File: config.mk
export PLATFORM = sky130hd
export DESIGN_NAME = jk_bank_sequencer
export DESIGN_NICKNAME = d
export VERILOG_FILES = /design/src/rtl/jk_bank_sequencer.sv
export SDC_FILE = /design/constraint.sdc
export NUM_CORES = 1
export LEC_CHECK = 0
export BUFFER_PORTS_ARGS = -buffer_cell sky130_fd_sc_hd__buf_2
export CORE_ASPECT_RATIO = 0.7
export CORE_MARGIN = 5
export CORE_UTILIZATION = 55
export DETAILED_ROUTE_END_ITERATION = 10
export HOLD_SLACK_MARGIN = 0.15
export PLACE_DENSITY = 0.8
export REMOVE_ABC_BUFFERS = 1
export SLEW_MARGIN = 20
export SYNTH_ARGS = -nofsm -noshare
export SYNTH_HDL_FRONTEND = slang
export SYNTH_SLANG_ARGS = --single-unit
File: constraint.sdc
create_clock -name clock -period 5.78 [get_ports clock]
set_input_delay 0 -clock clock [delete_from_list [all_inputs] [get_ports clock]]
set_output_delay 0 -clock clock [all_outputs]
set_load 0.01 [all_outputs]
File: src/rtl/jk_bank_sequencer.sv
// Steps a bank of external JK flip-flops from its current state to a target word.
// Each step changes at most STEP_BITS bits. The bank's q outputs are checked after every step.
//
// state  | meaning
// IDLE   | waiting for a target word; tgt_ready high
// SYNC   | copy q_fb into shadow; skip to DONE if the bank already matches
// DRIVE  | j/k hold the set/reset commands for this step
// SETTLE | j/k idle; compare the bank against shadow
// DONE   | one-cycle done pulse
module jk_bank_sequencer #(
  parameter int WIDTH     = 8,
  parameter int STEP_BITS = 1,
  parameter int CHECK_EN  = 1
) (
  input  logic             clock,
  input  logic             reset,
  input  logic             tgt_valid,
  output logic             tgt_ready,
  input  logic [WIDTH-1:0] tgt_data,
  input  logic [WIDTH-1:0] q_fb,
  output logic [WIDTH-1:0] j,
  output logic [WIDTH-1:0] k,
  output logic             busy,
  output logic             done,
  output logic             err,
  input  logic             err_clr
);

  typedef enum logic [2:0] {IDLE, SYNC, DRIVE, SETTLE, DONE} state_t;

  state_t           state, state_nxt;
  logic [WIDTH-1:0] target, shadow;
  logic [WIDTH-1:0] cmd_base, diff, sel;
  logic [WIDTH-1:0] j_nxt, k_nxt;
  logic             settle_mismatch;
  int               sel_cnt;

  // j/k are registered, so the commands for a DRIVE cycle are chosen one cycle
  // earlier: from q_fb when leaving SYNC (shadow not loaded yet), else from shadow.
  always_comb begin
    cmd_base = (state == SYNC) ? q_fb : shadow;
    diff     = cmd_base ^ target;
    sel      = '0;
    sel_cnt  = 0;
    for (int i = 0; i < WIDTH; i++) begin
      if (diff[i] && (sel_cnt < STEP_BITS)) begin
        sel[i]  = 1'b1;
        sel_cnt = sel_cnt + 1;
      end
    end
  end

  always_comb begin
    state_nxt = state;
    j_nxt     = '0;
    k_nxt     = '0;
    case (state)
      IDLE:    if (tgt_valid) state_nxt = SYNC;
      SYNC:    state_nxt = (q_fb == target) ? DONE : DRIVE;
      DRIVE:   state_nxt = SETTLE;
      SETTLE:  state_nxt = (shadow == target) ? DONE : DRIVE;
      DONE:    state_nxt = IDLE;
      default: state_nxt = IDLE;
    endcase
    if (state_nxt == DRIVE) begin
      j_nxt = sel & target;
      k_nxt = sel & ~target;
    end
  end

  assign settle_mismatch = (CHECK_EN != 0) && (state == SETTLE) && (q_fb != shadow);

  always_ff @(posedge clock) begin
    if (reset) begin
      state  <= IDLE;
      j      <= '0;
      k      <= '0;
      err    <= 1'b0;
      target <= '0;
      shadow <= '0;
    end else begin
      state <= state_nxt;
      j     <= j_nxt;
      k     <= k_nxt;
      if (state == IDLE && tgt_valid) target <= tgt_data;
      // Selected bits always differ from shadow, so applying a step is a flip.
      if (state == SYNC)       shadow <= q_fb;
      else if (state == DRIVE) shadow <= shadow ^ (j | k);
      if (settle_mismatch)     err <= 1'b1;
      else if (err_clr)        err <= 1'b0;
    end
  end

  assign tgt_ready = (state == IDLE);
  assign busy      = (state != IDLE);
  assign done      = (state == DONE);

endmodule

==> run metrics, run 1 <==
Worst EP arrival=around 4.7 ns; number of register bits inferred by synthesis=36; overall die area=between 0.005 and 0.006 mm2; Slew @ Worst Pin=0.9348 ns; number of failing setup endpoints in the final timing report=0; Vert. Die Dim=around 61 um; number of vias in the routed layout=1921; number of global-route vias before repair=a little under 2000; most frequent cell after synthesis=dfxtp_1; largest net degree at the start of global routing=22; Static Leakage=1.075 nW; final count of hold timing violations=0; r2r setup slk=between 1 and 1.5 ns; worst reg-to-reg path cell count=17; number of pins exceeding their max-slew limit in the final report=0; Clock H-tree levels=2; filler-free cell count of the finished design=351; first-pass GRT wire length=about 9000 um; global-route congestion overflow total=0; average footprint of a synthesized cell=approximately 8.5 um2; Internal Dissipation=between 0.4 and 0.5 mW; status=finished, final reports clean; Post-CTS Hold Fix Bufs=27; top cell type by total area after synthesis=dfxtp_1; power dissipated by switching net loads=0.1930 mW; instance count after placement with tap cells included=roughly 320; Stages on worst setup path=17; setup repair after global routing missed its margin=false; minimum clock period after layout=~4.5 ns; setup TNS after final layout=0 ns; antenna cells=0; count of mapped cells out of synthesis=around 240; hold_ws=0.1592 ns; CTS root buffer=clkbuf_8; first-iteration detailed-routing DRC count=slightly below 90; total standard cell area after synthesis=around 0.0020 mm2; Hold Path Class=in -> reg; Worst EP required=5.99 ns; sequential fraction of the synthesis area=between 30% and 40%; Initial Utilization=a little under three fifths; worst path bufs/invs=1; wire length reported by the detailed router=5231 um; basic-gate share of the synthesized area counting and, or, nand and nor cells=between 20% and 30%; primary flip-flop cell chosen by synthesis mapping=dfxtp_1; post-synthesis mux area share=5.372%; antenna viol nets, final=0; overall global routing resource usage=roughly 23%; top cell types by occurrence after synthesis=36 x dfxtp_1, 28 x nand2_1, 26 x nor2_1; xor/xnor cell area share of the yosys netlist=about an eighth; Final Power=between 0.6 and 0.7 mW; number of gates resized after cts=0; number of vias per cell=~5.5; depth of the worst hold-timing path=2; Critical Path Slowest Stage Cell=or4b_4; area delta synth->final=26.92%; Largest stage delay, worst path=~0.47 ns; worst-case headroom to the max-slew limit=between 30% and 40%; Buffers on Ports=39; adder and majority cell fraction of the synthesized area=between 3 and 4%; core region area=0.003558 mm2; number of design rule violations left after detail routing=0; clock insertion delay at the later pin of the skew report=about 0.29 ns; clock-pin transition on the worst setup and hold timing paths=roughly 0.07 ns; buffer levels on the longest clock path=2; crit-path leading delay family=simple AND/OR/NAND/NOR gates; number of maximum-capacitance constraint violations=0; TritonCTS Sinks=36; Yosys warning count=0; Crit Path Category=reg -> reg; combinational family with the most area after synthesis=simple AND/OR/NAND/NOR gates; number of inserted filler cells in the final layout=between 300 and 400; compound-gate portion of the synthesized area=between 10% and 20%; areal power density over the cells=240.6 mW/mm2; proportion of layout cells with a drive suffix above 1=between 10% and 20%; worst setup skew after layout=~0.003 ns; DR pass1 iterations=4; CTS Buf Count=5; Netlist cell types=43; area share of the largest cell type after synthesis=a little over a third; Max FO, Critical Path=9; combinational share of power=between 20% and 30%; type of destination of the critical path=register; average wire per cell in the routed design=between 10 and 15 um; antenna violations before repair=0; highest attainable clock frequency=~220 MHz; number of enable flip-flop cells after synthesis=0; Total Nets Final=approximately 330; weighted congestion at the end of routability-driven global placement=approximately 0.87; Clk pwr share=between 20% and 30%; async set or reset register ratio after synthesis=0%; switching fraction of total power=about 31%; count of buffers added by post-CTS timing repair for setup=0; sequential share of power=~45%; std cell rows=18; DP Wirelength=~3600 um; die width=just over 80 um; TritonCTS clock tree=done; worst-path cell chain=nor3b_2 > mux2i_1 > inv_1 > ha_1 > or4b_4 > nand3_2 > nor4b_4 > ha_1 > nand4b_1 > nand4_1 > xor2_1 > ha_1 > o211ai_1 > a211o_1 > mux2i_1 > mux2i_1 > nor4b_2; maximum ir drop on the vdd rail=about 0.17 mV; type of origin of the critical path=register; Top-Level Pins=40; final worst path period share=between 70 and 80%; Synth area leaders=dfxtp_1 35%, xnor2_1 6.8%, mux2i_1 5.4%
## final timing paths
check | startpoint | end
setup / recovery | state[0] | k[7]
hold / removal | reset | target[2]
setup reg to reg | state[0] | k[7]
hold reg to reg | target[7] | j[7]
## worst reg2reg max path: stages (launching register included)
cell and delay [ns]:
dfxtp_1 0.45, nor3b_2 0.30, mux2i_1 0.32, inv_1 0.07
ha_1 0.33, or4b_4 0.47, nand3_2 0.10, nor4b_4 0.29
ha_1 0.31, nand4b_1 0.13, nand4_1 0.22, xor2_1 0.23
ha_1 0.23, o211ai_1 0.14, a211o_1 0.34, mux2i_1 0.14
mux2i_1 0.13, nor4b_2 0.25
## routing by layer
metal | up-vias | track usage [%] | wire (um)
met5 | - | 0 | 0
met4 | 0 | 8.392 | 30
met3 | 4 | 5.882 | 413
met2 | 63 | 37.90 | 2339
met1 | 898 | 28.82 | 2447
li1 | 956 | - | -
## state kept, by name, indices dropped and copies added, names as in the netlist
signal / cells
target: 8
state: 3
err: 1
k: 8
j: 8
shadow: 8
## layout by cell type (no fill, tap or decap), types with 3 or more instances in the layout
cell type      count
nor3_1            15
buf_2             39
nor4_1             4
inv_1              7
o211ai_1           3
nor2b_1            4
xor2_1            12
and2_1             5
mux2i_1           11
o31ai_1            6
dlygate4sd3_1     27
nand4_1            5
xnor2_1           16
clkbuf_8           6
a221oi_1           6
ha_1               5
nand2_1           28
nor2_1            26
dfxtp_1           36
nand4b_1           4
a21oi_1           10
## final cells by class
type | instances | area (um2) | area share (%)
Tap cell | 50 | 62.56 | 2.405
Inverter | 7 | 26.28 | 1.010
Sequential cell | 36 | 720.7 | 27.71
Timing Repair Buffer | 67 | 473.0 | 18.18
Clock buffer | 8 | 90.09 | 3.463
Multi-Input combinational cell | 183 | 1229 | 47.23
## cell families after synthesis
logic type / Yosys count
and+or+nand+nor: 105
DFF: 36
AOI/OAI and AO/OA: 33
xor gates and xnor gates: 28
buffers and inverters: 23
muxes: 11
adders and majority gates: 5
other: 1
## per-stage QoR
stage	area, um2	util [%]	setup slack (ns)
3_5_place_dp	2241	62.97	1.309
5_1_grt	2601	73.10	0.9563
4_1_cts	2601	73.10	1.283
2_1_floorplan	1976	-	1.002
6_report	2601	73.10	1.268
3_3_place_gp	2241	62.97	1.492
## power by group through the flow
| stage | Sequential [mW] | Combinational [mW] | Clock [mW] |
|---|---|---|---|
| floorplan | 0.280 | 0.106 | 0 |
| global placement | 0.283 | 0.144 | 0 |
| detailed placement | 0.284 | 0.147 | 0 |
| CTS | 0.278 | 0.162 | 0.189 |
| global route | 0.281 | 0.179 | 0.198 |
| finish | 0.279 | 0.163 | 0.184 |
Note: power is estimated with default switching activity, not from simulation.
==> inputs of run 2 (changes only) <==
- CORE_UTILIZATION: 55 -> 49
- PLACE_DENSITY: 0.8 -> 0.75
- clock period: 5.78 -> 3.81 ns (I/O delays scaled with it)
==> run 2 against run 1 <==
Compared with the run above:
- largest cell class unchanged
- first-iteration DRC count rose by 68%
- the run now ends with setup timing left
- sequential cell count stayed put
- register-to-register slack worse by 1.5 ns
- wire length is 15% higher
==> run metrics, run 2 (synthesis gave the netlist of run 1 again) <==
antenna violations before repair=0 (unchanged); hold_ws=0.1623 ns (was 0.1592 ns); final worst path period share=105.8% (was 78.06%); summed area of non-filler cells in the final layout=0.002894 mm2 (was 0.002601 mm2); number of vias per cell=5.438 (was 5.473); Max FO, Critical Path=5 (was 9); global-route congestion overflow total=0 (unchanged); DP Wirelength=3886 um (was 3611 um); CTS root buffer=clkbuf_8 (unchanged); final core utilization=72.90% (was 73.10%); commonest cells after routing, fill and taps aside=39 x buf_2, 34 x dfxtp_1, 28 x nand2_1, 28 x dlygate4sd3_1, 25 x nor2_1 (was 39 x buf_2, 36 x dfxtp_1, 28 x nand2_1); weighted congestion at the end of routability-driven global placement=0.9590 (was 0.8652); area delta synth->final=41.21% (was 26.92%); DR pass1 iterations=4 (unchanged); TritonCTS clock tree=done (unchanged); Total Nets Final=349 (was 325); proportion of layout cells with a drive suffix above 1=26.15% (was 17.94%); number of vias in the routed layout=2050 (was 1921); Buffers on Ports=39 (unchanged); antenna viol nets, final=0 (unchanged); antenna cells=0 (unchanged); Static Leakage=1.226 nW (was 1.075 nW); first-pass GRT wire length=9763 um (was 8990 um); minimum clock period after layout=4.033 ns (was 4.512 ns); type of origin of the critical path=register (unchanged); final count of hold timing violations=0 (unchanged); number of inserted filler cells in the final layout=299 (was 309); overall die area=0.005597 mm2 (was 0.005066 mm2); Final Power=1.223 mW (was 0.6259 mW); clock-pin transition on the worst setup and hold timing paths=0.07 ns (about the same); wire length reported by the detailed router=6025 um (was 5231 um); smallest setup slack after layout=-0.2227 ns (was 1.268 ns); instance count after placement with tap cells included=334 (was 316); Slew @ Worst Pin=1.057 ns (was 0.9348 ns); Crit Path Category=reg -> reg (unchanged); CTS Buf Count=5 (unchanged); Top-Level Pins=40 (unchanged); clock insertion delay at the later pin of the skew report=0.30 ns (was 0.29 ns); number of failing setup endpoints in the final timing report=2 (was 0); highest attainable clock frequency=248.0 MHz (was 221.7 MHz); failing checks=setup timing; Worst EP required=4.01 ns (was 5.99 ns); number of maximum-capacitance constraint violations=0 (unchanged); core region area=0.003970 mm2 (was 0.003558 mm2); worst setup timing slack at the placement stage=-0.2659 ns (was 1.309 ns); TritonCTS Sinks=36 (unchanged); number of pins exceeding their max-slew limit in the final report=0 (unchanged); setup TNS after final layout=-0.3911 ns (was 0 ns); Hold Path Class=in -> reg (unchanged); type of destination of the critical path=register (unchanged); number of design rule violations left after detail routing=0 (unchanged); number of global-route vias before repair=1979 (was 1924); die width=87.30 um (was 82.96 um); Worst EP arrival=4.23 ns (was 4.72 ns); largest net degree at the start of global routing=22 (unchanged); maximum ir drop on the vdd rail=0.2639 mV (was 0.1715 mV); std cell rows=19 (was 18); areal power density over the cells=422.4 mW/mm2 (was 240.6 mW/mm2); commonest non-fill, non-tap cell in the layout=buf_2 (unchanged); status=complete, but fails checks (was finished, final reports clean); setup repair after global routing missed its margin=true (was false); worst-case headroom to the max-slew limit=29.42% (was 37.56%); filler-free cell count of the finished design=377 (was 351); first-iteration detailed-routing DRC count=148 (was 88); worst setup skew after layout=0.008564 ns (was 0.003029 ns); Initial Utilization=51.62% (was 57.59%); buffer levels on the longest clock path=2 (unchanged); average wire per cell in the routed design=15.98 um (was 14.90 um); Clock H-tree levels=2 (unchanged); overall global routing resource usage=22.42% (was 22.57%); Vert. Die Dim=64.11 um (was 61.07 um); placed inst area=0.002364 mm2 (was 0.002241 mm2)
run 2: worst max-delay path: stages, from the launching register on:
cell and delay, ns:
dfxtp_2 0.34, nor3b_4 0.22, mux2i_1 0.24, inv_1 0.09, ha_4 0.27, or4b_4 0.45, nand3_2 0.09, nor4b_4 0.26
ha_4 0.22, nand4b_1 0.12, nand4_1 0.15, xor2_1 0.22, ha_2 0.24, o211ai_1 0.14, a211o_1 0.33, mux2i_1 0.15
mux2i_1 0.13, nor4b_2 0.25
run 2: path summary, 6_finish.rpt:
check | start | to | slack [ns] | depth (start not counted)
setup / recovery | state[1] | k[7] | -0.22 | 17
setup reg to reg | state[1] | k[7] | -0.22 | 17
hold reg to reg | err | err | 0.48 | 2
hold / removal | reset | err | 0.16 | 2
run 2: repair_timing:
| action | CTS | global route |
|---|---|---|
| pin swaps | 9 | 2 |
| endpoints found under the hold margin | 22 | 0 |
| resized for setup | 7 | 1 |
| setup endpoints to repair | 2 | 2 |
| hold buffers | 28 | 0 |
| buffers inserted | 6 | 1 |
run 2: area by class of cell:
class | instances | area [um2] | share of cell area (%)
clock buffer | 5 | 68.82 | 2.378
clock inverter | 3 | 90.09 | 3.113
inverter | 7 | 26.28 | 0.9079
multi-input combinational | 183 | 1265 | 43.71
sequential | 36 | 723.2 | 24.99
tap | 52 | 65.06 | 2.248
timing repair buffer | 91 | 655.6 | 22.65
run 2: routing by layer:
metal	GRT usage, %	wire length (um)	vias to the layer above	part of all wire [%]
met3	4.365	483	10	8.0
met4	5.747	65	0	1.1
met5	0	0	-	0
met2	35.71	2741	78	45
met1	31.03	2735	951	45
li1	-	-	1011	-
run 2: where the power goes:
| part | leakage (nW) | switching [mW] | internal, mW | total, mW |
|---|---|---|---|---|
| clock network | 0.0784 | 0.147 | 0.328 | 0.475 |
| registers | 0.293 | 0.0259 | 0.393 | 0.419 |
| logic | 0.855 | 0.163 | 0.166 | 0.329 |
==> inputs of run 3 (changes only) <==
- RECOVER_POWER: not set -> 25
==> run 3 against run 2 <==
Compared with the run above:
- the flow still finishes with violations (setup timing)
- clock power about the same
- combinational power about the same
- via count down 0.29%
- clock skew about the same
- sequential power about the same
- fmax about the same
- critical path type unchanged
- largest cell class unchanged
==> run metrics, run 3 (synthesis gave the netlist of run 1 again) <==
status=complete, but fails checks (unchanged); failing checks=setup timing (unchanged); Static Leakage=1.169 nW (was 1.226 nW); antenna violations before repair=0 (unchanged); TritonCTS clock tree=done (unchanged); Crit Path Category=reg -> reg (unchanged); TritonCTS Sinks=36 (unchanged); die width=87.30 um (unchanged); DP Wirelength=3886 um (unchanged); area delta synth->final=40.42% (was 41.21%); Largest stage delay, worst path=0.45 ns (about the same); smallest setup slack after layout=-0.2220 ns (was -0.2227 ns); proportion of layout cells with a drive suffix above 1=22.15% (was 26.15%); std cell rows=19 (unchanged); Clock H-tree levels=2 (unchanged); Hold Path Class=in -> reg (unchanged); number of global-route vias before repair=1979 (unchanged); setup TNS after final layout=-0.3901 ns (was -0.3911 ns); maximum ir drop on the vdd rail=0.2640 mV (was 0.2639 mV); number of maximum-capacitance constraint violations=0 (unchanged); worst setup skew after layout=0.008504 ns (was 0.008564 ns); Buffers on Ports=39 (unchanged); overall global routing resource usage=22.42% (unchanged); worst setup timing slack at the placement stage=-0.2659 ns (unchanged); CTS root buffer=clkbuf_8 (unchanged); worst path bufs/invs=1 (unchanged); Max FO, Critical Path=5 (unchanged); CTS Buf Count=5 (unchanged); Top-Level Pins=40 (unchanged); filler-free cell count of the finished design=377 (unchanged); Final Power=1.222 mW (was 1.223 mW); number of vias in the routed layout=2044 (was 2050); Total Nets Final=349 (unchanged); critical path's most frequent cell=mux2i_1 (unchanged); DR pass1 iterations=4 (unchanged); antenna cells=0 (unchanged); type of origin of the critical path=register (unchanged); antenna viol nets, final=0 (unchanged); number of vias per cell=5.422 (was 5.438); worst-path cell chain=nor3b_4 > mux2i_1 > inv_1 > ha_4 > or4b_4 > nand3_2 > nor4b_4 > ha_4 > nand4b_1 > nand4_1 > xor2_1 > ha_2 > o211ai_1 > a211o_1 > mux2i_1 > mux2i_1 > nor4b_2 (unchanged); number of inserted filler cells in the final layout=305 (was 299); final core utilization=72.49% (was 72.90%); Vert. Die Dim=64.11 um (unchanged); highest attainable clock frequency=248.0 MHz (about the same); number of failing setup endpoints in the final timing report=2 (unchanged); type of destination of the critical path=register (unchanged); wire length reported by the detailed router=6032 um (was 6025 um); clock insertion delay at the later pin of the skew report=0.30 ns (about the same); average wire per cell in the routed design=16.00 um (was 15.98 um); buffer levels on the longest clock path=2 (unchanged); weighted congestion at the end of routability-driven global placement=0.9590 (unchanged); commonest cells after routing, fill and taps aside=34 x dfxtp_1, 28 x nand2_1, 28 x dlygate4sd3_1 (was 39 x buf_2, 34 x dfxtp_1, 28 x nand2_1, 28 x dlygate4sd3_1, 25 x nor2_1); setup repair after global routing missed its margin=true (unchanged); overall die area=0.005597 mm2 (unchanged); minimum clock period after layout=4.032 ns (was 4.033 ns); core region area=0.003970 mm2 (unchanged); global-route congestion overflow total=0 (unchanged); first-pass GRT wire length=9763 um (unchanged); instance count after placement with tap cells included=334 (unchanged); final worst path period share=105.8% (about the same); worst-case headroom to the max-slew limit=31.16% (was 29.42%); final count of hold timing violations=0 (unchanged); Initial Utilization=51.62% (unchanged); number of design rule violations left after detail routing=0 (unchanged); number of pins exceeding their max-slew limit in the final report=0 (unchanged); Critical Path Slowest Stage Cell=or4b_4 (unchanged); clock-pin transition on the worst setup and hold timing paths=0.07 ns (about the same); crit-path leading delay family=simple AND/OR/NAND/NOR gates (unchanged); Worst EP required=4.01 ns (about the same); Slew @ Worst Pin=1.031 ns (was 1.057 ns); r2r setup slk=-0.22 ns (about the same); largest net degree at the start of global routing=22 (unchanged); first-iteration detailed-routing DRC count=148 (unchanged); commonest non-fill, non-tap cell in the layout=dfxtp_1 (was buf_2); Worst EP arrival=4.23 ns (about the same); areal power density over the cells=424.6 mW/mm2 (was 422.4 mW/mm2)
[run 3: final timing paths]
check,start,end,depth (start not counted)
max,state[1],k[7],17
min,reset,err,2
max reg2reg,state[1],k[7],17
min reg2reg,err,err,2
[run 3: routing by layer]
layer	vias to the layer above	wire length (um)	GRT usage, %
met5	-	0	0
met4	0	65	5.747
met3	10	520	4.365
met2	82	2737	35.71
met1	943	2708	31.03
li1	1009	-	-
[run 3: worst reg2reg max path: stages (launching register included)]
cell      delay (ns)
dfxtp_2         0.34
nor3b_4         0.22
mux2i_1         0.25
inv_1           0.09
ha_4            0.27
or4b_4          0.45
nand3_2         0.09
nor4b_4         0.26
ha_4            0.22
nand4b_1        0.12
nand4_1         0.15
xor2_1          0.22
ha_2            0.24
o211ai_1        0.14
a211o_1         0.33
mux2i_1         0.15
mux2i_1         0.14
nor4b_2         0.25
[run 3: metrics by stage]
stage	instance area [um2]	hold slack [ns]
floorplan	1976	0.06907
global placement	2364	0.2410
detailed placement	2364	0.2451
CTS	2877	0.1525
global route	2878	0.1802
finish	2878	0.1682
[run 3: layout make-up]
type                    count  area (um2)  area share [%]
multi-input cells         183        1265           43.96
flip-flops and latches     36       723.2           25.13
repair buffers             91       639.4           22.22
clock inverters             3       90.09           3.130
clock buffers               5       68.82           2.391
well taps                  52       65.06           2.261
inverters                   7       26.28          0.9130
[run 3: timing repair]
action	CTS	global route
endpoints found under the hold margin	22	0
setup endpoints to repair	2	2
hold buffers	28	0
cloned	0	0
pin swaps	9	2
buffers inserted	6	1
gates resized for setup	7	1
[run 3: power by group]
group	internal, mW	total [mW]	switching (mW)
Clock	0.328	0.474	0.147
Sequential	0.393	0.419	0.0258
Combinational	0.165	0.328	0.163
Total	0.886	1.22	0.336
